`src/rtl/clkdiv_gen.sv`:
```
// clkdiv_gen: programmable glitch-free clock divider with start-phase offset and period-boundary reconfiguration
module clkdiv_gen #(
    parameter int DIV_W       = 8,
    parameter int DEFAULT_DIV = 4
) (
    input  logic             mclk,
    input  logic             rst,
    input  logic             en,
    input  logic             cfg_valid,
    output logic             cfg_ready,
    input  logic [DIV_W-1:0] cfg_div,
    input  logic [DIV_W-1:0] cfg_phase,
    output logic             gclk,
    output logic             gclk_rise,
    output logic             locked
);
    typedef enum logic [1:0] {IDLE, PHASE, RUN} state_t;
    state_t           r_state, w_state;
    logic [DIV_W-1:0] r_div, r_phase, r_pdiv, r_pphase, r_cnt, r_pcnt;
    logic [DIV_W-1:0] w_div, w_phase, w_pdiv, w_pphase, w_cnt, w_pcnt;
    logic [DIV_W-1:0] w_cdiv, w_cphase, w_high;
    logic [1:0]       r_per, w_per;
    logic             r_pend, r_gclk, r_rise, r_locked;
    logic             w_pend, w_gclk, w_rise, w_locked;
    logic             w_fire, w_wrap, w_apply;
    assign cfg_ready = !r_pend;
    assign gclk      = r_gclk;
    assign gclk_rise = r_rise;
    assign locked    = r_locked;
    assign w_fire    = cfg_valid && cfg_ready;
    assign w_cdiv    = (cfg_div < DIV_W'(2)) ? DIV_W'(2) : cfg_div;
    assign w_cphase  = (cfg_phase >= w_cdiv) ? w_cdiv - 1'b1 : cfg_phase;
    assign w_high    = (r_div >> 1) + {{(DIV_W-1){1'b0}}, r_div[0]};
    assign w_wrap    = (r_state == RUN) && (r_cnt == r_div - 1'b1);
    // a pending config lands at a period wrap, or when an aborted start falls back to idle
    assign w_apply   = r_pend && (w_wrap || (r_state == PHASE && !en));
    // next-state, counters, config bookkeeping and registered clock outputs
    always_comb begin
        w_state  = r_state;
        w_div    = r_div;
        w_phase  = r_phase;
        w_pend   = r_pend;
        w_pdiv   = r_pdiv;
        w_pphase = r_pphase;
        w_cnt    = r_cnt;
        w_pcnt   = r_pcnt;
        w_per    = r_per;
        w_locked = r_locked;
        w_gclk   = 1'b0;
        w_rise   = 1'b0;
        if (w_fire && r_state != IDLE) begin
            w_pend   = 1'b1;
            w_pdiv   = w_cdiv;
            w_pphase = w_cphase;
        end
        if (w_apply) begin
            w_pend  = 1'b0;
            w_div   = r_pdiv;
            w_phase = r_pphase;
        end
        case (r_state)
            IDLE: begin
                w_locked = 1'b0;
                if (w_fire) begin
                    w_div   = w_cdiv;
                    w_phase = w_cphase;
                end
                if (en) begin
                    w_state = PHASE;
                    w_pcnt  = w_fire ? w_cphase : r_phase;
                end
            end
            PHASE: begin
                if (!en) begin
                    w_state = IDLE;
                end else if (r_pcnt == '0) begin
                    w_state  = RUN;
                    w_cnt    = '0;
                    w_gclk   = 1'b1;
                    w_rise   = 1'b1;
                    w_per    = 2'd0;
                    w_locked = 1'b0;
                end else begin
                    w_pcnt = r_pcnt - 1'b1;
                end
            end
            RUN: begin
                if (w_wrap) begin
                    w_cnt    = '0;
                    w_per    = r_pend ? 2'd0 : (r_per == 2'd2 ? r_per : r_per + 1'b1);
                    w_locked = !r_pend && (r_locked || r_per == 2'd1);
                    if (en) begin
                        w_gclk = 1'b1;
                        w_rise = 1'b1;
                    end else begin
                        w_state  = IDLE;
                        w_locked = 1'b0;
                    end
                end else begin
                    w_cnt  = r_cnt + 1'b1;
                    w_gclk = w_cnt < w_high;
                end
            end
            default: w_state = IDLE;
        endcase
    end
    // state register; reset drops gclk immediately and discards any pending config
    always_ff @(posedge mclk) begin
        if (rst) begin
            r_state  <= IDLE;
            r_div    <= DIV_W'(DEFAULT_DIV);
            r_phase  <= '0;
            r_pend   <= 1'b0;
            r_pdiv   <= '0;
            r_pphase <= '0;
            r_cnt    <= '0;
            r_pcnt   <= '0;
            r_per    <= 2'd0;
            r_gclk   <= 1'b0;
            r_rise   <= 1'b0;
            r_locked <= 1'b0;
        end else begin
            r_state  <= w_state;
            r_div    <= w_div;
            r_phase  <= w_phase;
            r_pend   <= w_pend;
            r_pdiv   <= w_pdiv;
            r_pphase <= w_pphase;
            r_cnt    <= w_cnt;
            r_pcnt   <= w_pcnt;
            r_per    <= w_per;
            r_gclk   <= w_gclk;
            r_rise   <= w_rise;
            r_locked <= w_locked;
        end
    end
endmodule

```
`config.mk`:
```
export PLATFORM = sky130hd
export DESIGN_NAME = clkdiv_gen
export DESIGN_NICKNAME = d
export VERILOG_FILES = /design/src/rtl/clkdiv_gen.sv
export SDC_FILE = /design/constraint.sdc
export NUM_CORES = 1
export LEC_CHECK = 0
export CORE_ASPECT_RATIO = 2
export CORE_MARGIN = 8
export CORE_UTILIZATION = 50
export CTS_CLUSTER_DIAMETER = 50
export DETAILED_ROUTE_END_ITERATION = 10
export GPL_ROUTABILITY_DRIVEN = 0
export PLACE_DENSITY = 0.73
export SETUP_SLACK_MARGIN = 0.5
export SYNTH_ARGS = -nofsm -noshare
export SYNTH_HDL_FRONTEND = slang
export SYNTH_SLANG_ARGS = --single-unit
```
`constraint.sdc`:
```
create_clock -name mclk -period 8.3 [get_ports mclk]
set_clock_uncertainty 0.15 [all_clocks]
set_input_delay 1.66 -clock mclk [delete_from_list [all_inputs] [get_ports mclk]]
set_output_delay 1.66 -clock mclk [all_outputs]
set_load 0.1 [all_outputs]
```
# After elaboration in Yosys (flattened, before gate mapping)
# Cells that the tools add are included.
dict set report totals {
  regBits 56
  output_inout_bits 4
  in_bits 20
  word_cells 97
}
dict set report op_classes {
  n_eq_ne 13
  n_addsub 6
  reduce_logical 22
  magnitude_cmp 3
  muxes 41
}
# cell n
set ops {}
lappend ops {{2-to-1 mux 8 bit} 15}
lappend ops {{one-hot mux 8 bit (2 select lines)} 2}
lappend ops {{subtractor 8 x 1 -> 8 bit, second input constant} 3}
lappend ops {{2-to-1 mux 2 bit} 10}
lappend ops {{AND reduction 4 bit} 3}
lappend ops {{inequality test 2 bit, second input constant} 5}
lappend ops {{2-to-1 mux 1 bit} 9}
lappend ops {{adder 7 x 1 -> 8 bit} 1}
lappend ops {{adder 8 x 1 -> 8 bit, second input constant} 1}
lappend ops {{== test 8 bit} 1}
lappend ops {{greater-or-equal comparator 8 bit} 1}
lappend ops {{zero test 8 bit} 1}
lappend ops {{less-than comparator 8 x 2 -> 1 bit, second input constant} 1}
lappend ops {{less-than comparator 8 bit} 1}
lappend ops {{logical AND 1 bit} 6}
lappend ops {{one-hot mux 2 bit (3 select lines)} 1}
lappend ops {{nonzero test 2 bit} 3}
lappend ops {{AND reduction 5 bit} 1}
lappend ops {{== test 2 x 1 -> 1 bit, second input constant} 2}
lappend ops {{== test 2 bit, second input constant} 2}
lappend ops {{one-hot mux 1 bit (2 select lines)} 2}
lappend ops {{one-hot mux 2 bit (2 select lines)} 1}
lappend ops {{inequality test 3 x 2 -> 1 bit, second input constant} 1}
lappend ops {{inequality test 3 bit, second input constant} 1}
lappend ops {{other kinds (9)} 11}

# Depth between registers and ports, before layout
# Gate-level depths: netlist (run 1).
dict set report depth {
  depth_word 8
  ltp_mapped 13
  depth_no_buf 12
}

# Least setup slack after synthesis (run 1)
# No wires, ideal clock.
dict set report synth_path {
  path_type {in2reg}
  from {input cfg_div[4]}
  to {register r_pcnt[6]}
  path_stages 13
  slack_ns 3.759
  arrival_time_ns 4.236
  path_buffers 1
  required_time_ns 7.995
  cell_sequence {nor4_1 -> nand2_1 -> o21ai_1 -> inv_2 -> ha_1 -> nand2b_1 -> a21o_1 -> a211oi_1 -> o31a_1 -> clkbuf_1 -> mux2_2 -> nand2_1 -> a311oi_1}
}
dict set report synth_via {
  elab_chain_cells 7
  elab_cells_between_ends 8
}
# element line_no
set synth_rtl {}
lappend synth_rtl {{from (decl)} 11} ;# input logic [DIV_W-1:0] cfg_div,
lappend synth_rtl {{less-than comparator 8 x 2 -> 1 bit (*)} 31} ;# assign w_cdiv = (cfg_div < DIV_W'(2)) ? DIV_W'(2) : cfg_div;
lappend synth_rtl {{2-to-1 mux 8 bit (*)} 31}
lappend synth_rtl {{via w_cdiv[0]} 21} ;# logic [DIV_W-1:0] w_cdiv, w_cphase, w_high;
lappend synth_rtl {{subtractor 8 x 1 -> 8 bit or greater-or-equal comparator 8 bit (tied branches)} 32} ;# assign w_cphase = (cfg_phase >= w_cdiv) ? w_cdiv - 1'b1 : cfg_phase;
lappend synth_rtl {{2-to-1 mux 8 bit (*)} 32}
lappend synth_rtl {{2-to-1 mux 8 bit (*)} 70} ;# w_pcnt = w_fire ? w_cphase : r_phase;
lappend synth_rtl {{2-to-1 mux 8 bit (*)} 68} ;# if (en) begin
lappend synth_rtl {{one-hot mux 8 bit (2 select lines) (*)} 61} ;# case (r_state)
lappend synth_rtl {{to (signal assigned)} 130} ;# r_pcnt <= w_pcnt;
lappend synth_rtl {{to (decl)} 19} ;# logic [DIV_W-1:0] r_div, r_phase, r_pdiv, r_pphase, r_cnt, r_pcnt;
# Mark *: on every way through the listed nets, which the timed path passes. The rest lies on a longest branch. The select of a mux whose other input is x is not followed.
# A chain may end at the register's enable or synchronous reset.

# Worst setup path in the final report (run 1)
dict set report layout_path {
  from {input cfg_div[4]}
  to {register r_pcnt[0]}
}
# Same word-level chain as after synthesis.

==> reports/results.ini, run 1 <==
[status]
status = completed

[timing]
layout_min_cycle_time_ns = 5.12
grt_setup_unrepaired = false
tightest_slew_ns = 1.14
setup_ws_ns = 3.18
setup_viol = 0
maxSlewViolCount = 0
maxSlewHeadroom_pct = 24.3
timing.hold.ws_ns = 0.305
fin_setup_tns_ns = 0
fin_crit_sh_pct = 61.7
finalHoldViolCount = 0
max_freq_mhz = 195

[finish]
diodes = 0
finalNetCount = 523
layout-drive-gt1-share_pct = 5.87
layout_commonest_cell = nand2_1
area_growth_pct = 9.93
layout_common_cells = nand2_1 (69), dfxtp_1 (56), nor2_1 (40)

[routing]
drt-initial-drc-count = 187
first_pass_iters = 6
vias = 3313
via_per_inst = 5.82
wl_per_cell_um = 16.2
remaining_drc_errors = 0
antenna_left = 0
routed_wl_um = 9230

[power]
leakage_nw = 1.71
powerDensity_nw_per_um2 = 269
vdd_ir_drop_max_v = 0.000177

[clocking]
cts.reportedPaths.clkPinSlew_ns = 0.08
cts_tree = done
cts_setup_buffers = 0
cts_resized = 0
cts_root_buffer = clkbuf_16
hold_buffers = 0
clock_sinks = 56
insertion_delay_ns = 0.30
htreeDepth = 2
clockBufferDepth = 2
cts_buffers = 5

[placed_design]
dpl.hpwl_um = 6950
portBuffers = 23
dpl_worst_slack_ns = 2.86

[yosys]
async_flop_share_pct = 0
synth_edf_count = 0
synth_cells = 473
synth_top_flop_cell = dfxtp_1
yosysWarnings = 0
syn-num-nets = 520
ys_ff_latch = 56
synth_area_um2 = 3730
synth.avg_cell_area_um2 = 7.88
synthDistinctLibCells = 59
ys_seq_area_share_pct = 30.1

[setup_path]
endpoint_kind = flop
cp.arrival_ns = 5.18
cp_data_required_time_ns = 8.36
critical_path_class = input port to flop
critPathMaxFanout = 8
startpoint_type = input port

[run]
max-cap-violations = 0

[global_route]
grt_pass1_vias = 3332
grt_max_degree = 64
grt_pass1_wl_um = 15200
overflow = 0
grt_usage_pct = 17.2
antenna_found_initial = 0

[floorplanning]
num_rows = 44
die_height_um = 138
pin_count = 24
floorplan.initialDensity_pct = 51.3
core_area_um2 = 7270
die_area_um2 = 10600
fp.dieW_um = 77.1

[min_path]
worst_hold_path_type = flop to flop

-- metal layers --
| metal | up-vias | global-route usage, % | part of all wire (%) |
|---|---|---|---|
| li1 | 1674 | - | - |
| met1 | 1542 | 16.1 | 38 |
| met2 | 72 | 32.6 | 55 |
| met3 | 25 | 2.34 | 2.4 |
| met4 | 0 | 11.9 | 5.1 |
| met5 | - | 0 | 0 |
-- synth_stat cells, types with 2 or more instances --
| master | n | area [um2] |
|---|---|---|
| buf_2 | 3 | 15.0 |
| inv_1 | 22 | 82.6 |
| a311oi_1 | 3 | 26.3 |
| xor2_1 | 11 | 96.3 |
| xnor2_1 | 14 | 123 |
| nand3b_1 | 3 | 22.5 |
| buf_4 | 2 | 15.0 |
| nand2_1 | 69 | 259 |
| a31oi_1 | 7 | 43.8 |
| nand3_1 | 15 | 75.1 |
| nor4_1 | 4 | 25.0 |
| o31a_1 | 2 | 17.5 |
| o21ba_1 | 2 | 20.0 |
| o21ai_1 | 11 | 55.1 |
| or4_4 | 2 | 22.5 |
| dfxtp_1 | 56 | 1120 |
| nand4_1 | 4 | 25.0 |
| nor2_1 | 40 | 150 |
| ha_1 | 27 | 338 |
| nand2b_1 | 3 | 18.8 |
| a221oi_1 | 2 | 17.5 |
| nor3_1 | 10 | 50.1 |
| a21o_1 | 8 | 60.1 |
| inv_2 | 3 | 11.3 |
| or3_1 | 2 | 12.5 |
| nor2b_1 | 5 | 31.3 |
| a21oi_1 | 38 | 190 |
| and3_1 | 4 | 25.0 |
| clkbuf_1 | 22 | 82.6 |
| a211oi_1 | 19 | 143 |
| buf_6 | 3 | 33.8 |
| o21ai_0 | 8 | 40.0 |
| mux2_2 | 5 | 56.3 |
| mux2i_1 | 19 | 190 |
-- cells by family after synthesis --
family	synth area share, %
xor+xnor	5.87
mux	6.61
simple gates	21.9
compound gates	20.0
fa+ha+maj	9.06
buf+inv	6.44
flops	30.1
-- per-stage QoR --
stage / utilization (%) / power, mW / std cells / instance area [um2]
floorplan: - / 0.766 / 473 / 3730
global placement: 54.4 / 0.868 / 561 / 3950
detailed placement: 54.4 / 0.884 / 561 / 3950
CTS: 56.4 / 1.11 / 569 / 4100
global route: 56.4 / 1.18 / 569 / 4100
finish: 56.4 / 1.10 / 569 / 4100
-- power breakdown --
part,internal (mW),switching [mW],total (mW)
Combinational,0.180,0.307,0.486
Clock,0.113,0.106,0.219
Sequential,0.332,0.0645,0.396
-- worst max-delay path, cell delays in order --
cell,delay (ns)
clkdlybuf4s50_1,0.51
nor4_1,0.56
nand2_1,0.14
o21ai_1,0.23
inv_2,0.08
ha_1,0.27
nand2b_1,0.14
a21o_1,0.18
a211oi_1,0.27
o31a_1,0.45
mux2i_1,0.32
nand2_1,0.09
a311oi_1,0.28
-- flip-flops by register name, summed over array words and instances, names as in the netlist --
| signal | cells |
|---|---|
| gclk | 1 |
| r_pdiv | 8 |
| r_cnt | 8 |
| r_div | 8 |
| r_pend | 1 |
| gclk_rise | 1 |
| r_per | 2 |
| locked | 1 |
| r_pcnt | 8 |
| r_pphase | 8 |
| r_state | 2 |
| r_phase | 8 |
-- final cells by class --
type / instances / area, um2
fillers: 722 / 3170
multi-input cells: 362 / 2370
flip-flops and latches: 56 / 1120
repair buffers: 26 / 248
clock buffers: 5 / 125
well taps: 92 / 115
inverters: 25 / 93.8
clock inverters: 3 / 22.5
-- path summary, 6_finish.rpt --
kind | startpoint | end | slack, ns | cells after the start
max | cfg_div[4] | r_pcnt[0]$_SDFFE_PP0P_ | 3.18 | 13
min | r_pphase[1]$_SDFFE_PP0P_ | r_pphase[1]$_SDFFE_PP0P_ | 0.31 | 2
max reg2reg | r_pcnt[0]$_SDFFE_PP0P_ | r_cnt[3]$_SDFFE_PP0P_ | 5.20 | 9
min reg2reg | r_pphase[1]$_SDFFE_PP0P_ | r_pphase[1]$_SDFFE_PP0P_ | 0.31 | 2
Note: power is estimated with default switching activity, not from simulation.
==> run 2, diff against run 1 <==
==> constraint.sdc (replaced) <==
create_clock -name mclk -period 4.85 [get_ports mclk]
set_clock_uncertainty 0.15 [all_clocks]
set_input_delay 0.97 -clock mclk [delete_from_list [all_inputs] [get_ports mclk]]
set_output_delay 0.97 -clock mclk [all_outputs]
set_load 0.1 [all_outputs]
==> run 2 against run 1 <==
Via count is 2.1% higher. Critical path type unchanged. Core utilization grew 0.65 points. Non-clock buffer count grew 4. Total power increased by 72%. Setup slack got worse by 2.4 ns. Final cell count grew 0.70%. Flip-flop and latch count unchanged. Global-route usage increased by 0.50 points. Count of clock-buffer cells in the layout is the same.
==> reports/results.ini, run 2 (synthesized netlist as in run 1, its figures left out) <==
[routing]
via_per_inst = 5.91
first_pass_iters = 6
vias = 3384
routed_wl_um = 9260
wl_per_cell_um = 16.2
drt-initial-drc-count = 180
remaining_drc_errors = 0
antenna_left = 0

[setup_path]
crit_start = cfg_div[4]
critPathMaxFanout = 8
critical_path_class = input port to flop
startpoint_type = input port
cp_data_required_time_ns = 4.84
ff2ff_setup_slack_ns = 1.79
reg2reg_depth = 9
r2r_start = r_pcnt[0]$_SDFFE_PP0P_
r2r_end = r_cnt[3]$_SDFFE_PP0P_
endpoint_kind = flop
crit_end = r_phase[3]$_SDFF_PP0_
cp.arrival_ns = 4.09

[run]
max-cap-violations = 0

[placed_design]
portBuffers = 23
placed_cell_area_um2 = 3970
dpl_worst_slack_ns = 0.315
dpl.hpwl_um = 7030
place_inst = 564

[global_route]
grt_usage_pct = 17.7
grt_pass1_vias = 3353
grt_pass1_wl_um = 15700
antenna_found_initial = 0
overflow = 0
grt_max_degree = 64

[floorplanning]
num_rows = 44
die_area_um2 = 10600
pin_count = 24
die_height_um = 138
core_area_um2 = 7270
fp.dieW_um = 77.1
floorplan.initialDensity_pct = 51.3

[timing]
grt_setup_unrepaired = false
maxSlewHeadroom_pct = 24.8
layout_min_cycle_time_ns = 4.10
fin_crit_sh_pct = 84.6
setup_ws_ns = 0.748
tightest_slew_ns = 1.13
fin_setup_tns_ns = 0
maxSlewViolCount = 0
timing.hold.ws_ns = 0.308
setup_viol = 0
max_freq_mhz = 244
finalHoldViolCount = 0

[power]
leakage_nw = 1.73
intPower_mw = 1.08
switching_share_pct = 43.1
power_mw = 1.90
vdd_ir_drop_max_v = 0.000284
seqPwrFrac_pct = 36.0
clkPwrFrac_pct = 20.0
p_comb_share_pct = 44.0
p_switching_uw = 819
powerDensity_nw_per_um2 = 458

[finish]
layout-drive-gt1-share_pct = 7.48
area_growth_pct = 11.2
finish.utilization_pct = 57.1
layout_commonest_cell = nand2_1
stdcell_count = 573
fin_area_um2 = 4150
diodes = 0
finalNetCount = 527
layout_common_cells = nand2_1 (69), dfxtp_1 (56), nor2_1 (40)

[clocking]
clock_sinks = 56
cts_buffers = 5
clockBufferDepth = 2
cts_root_buffer = clkbuf_16
htreeDepth = 2
hold_buffers = 0
cts.reportedPaths.clkPinSlew_ns = 0.08
cts_tree = done
insertion_delay_ns = 0.30

[min_path]
min_delay_path_depth = 2
worst_hold_path_type = flop to flop

[status]
status = completed

[run 2: cell count changes in the layout (fill, tap and decap cells not counted)]
cell	delta
buf_4	+4
mux2i_1	-2
mux2i_2	+2
clkinv_4	-1
inv_8	+1
nor4_1	-1
nor4_2	+1
o31a_1	-1
o31a_2	+1
[run 2: layer usage]
metal / track usage, % / wire, um
met2: 32.1 / 4920
met5: 0 / 0
met4: 12.4 / 522
met1: 17.7 / 3590
met3: 2.53 / 230
[run 2: repair_timing]
item | in CTS | in global routing
resized for setup | 0 | 4
setup endpoints to repair | 0 | 24
setup buffers | 0 | 1
[run 2: critical path, cell delays in order]
cell	delay, ns
clkdlybuf4s50_1	0.51
nor4_2	0.37
nand2_1	0.12
o21ai_1	0.21
inv_2	0.09
ha_1	0.26
nand2b_1	0.14
a21o_1	0.18
a211oi_1	0.24
o31a_2	0.34
buf_4	0.17
mux2_2	0.34
nor2_1	0.10
a211oi_1	0.06
[run 2: how the worst min path moves through the flow]
stage,startpoint,endpoint,slack (ns)
2_1_floorplan,r_pdiv[0]$_SDFFE_PP0P_,r_pdiv[0]$_SDFFE_PP0P_,0.29
3_3_place_gp,r_pdiv[4]$_SDFFE_PP0P_,r_pdiv[4]$_SDFFE_PP0P_,0.29
3_5_place_dp,r_pdiv[2]$_SDFFE_PP0P_,r_pdiv[2]$_SDFFE_PP0P_,0.30
4_1_cts,r_pphase[0]$_SDFFE_PP0P_,r_pphase[0]$_SDFFE_PP0P_,0.31
5_1_grt,r_pphase[5]$_SDFFE_PP0P_,r_pphase[5]$_SDFFE_PP0P_,0.32
6_report,r_pdiv[2]$_SDFFE_PP0P_,r_pdiv[2]$_SDFFE_PP0P_,0.31
[run 2: layout make-up]
cell class                 count  area (um2)
fill                         700        3120
sequential                    56        1120
timing repair buffer          30         278
inverter                      25        93.8
tap                           92         115
clock buffer                   5         125
clock inverter                 3        25.0
multi-input combinational    362        2390
[run 2: power by group through the flow]
stage / Sequential (mW) / Clock [mW] / Combinational, mW
after floorplan: 0.638 / 0 / 0.673
after global placement: 0.684 / 0 / 0.801
after detailed placement: 0.691 / 0 / 0.827
after CTS: 0.680 / 0.388 / 0.833
after global routing: 0.695 / 0.408 / 0.938
final: 0.684 / 0.380 / 0.836
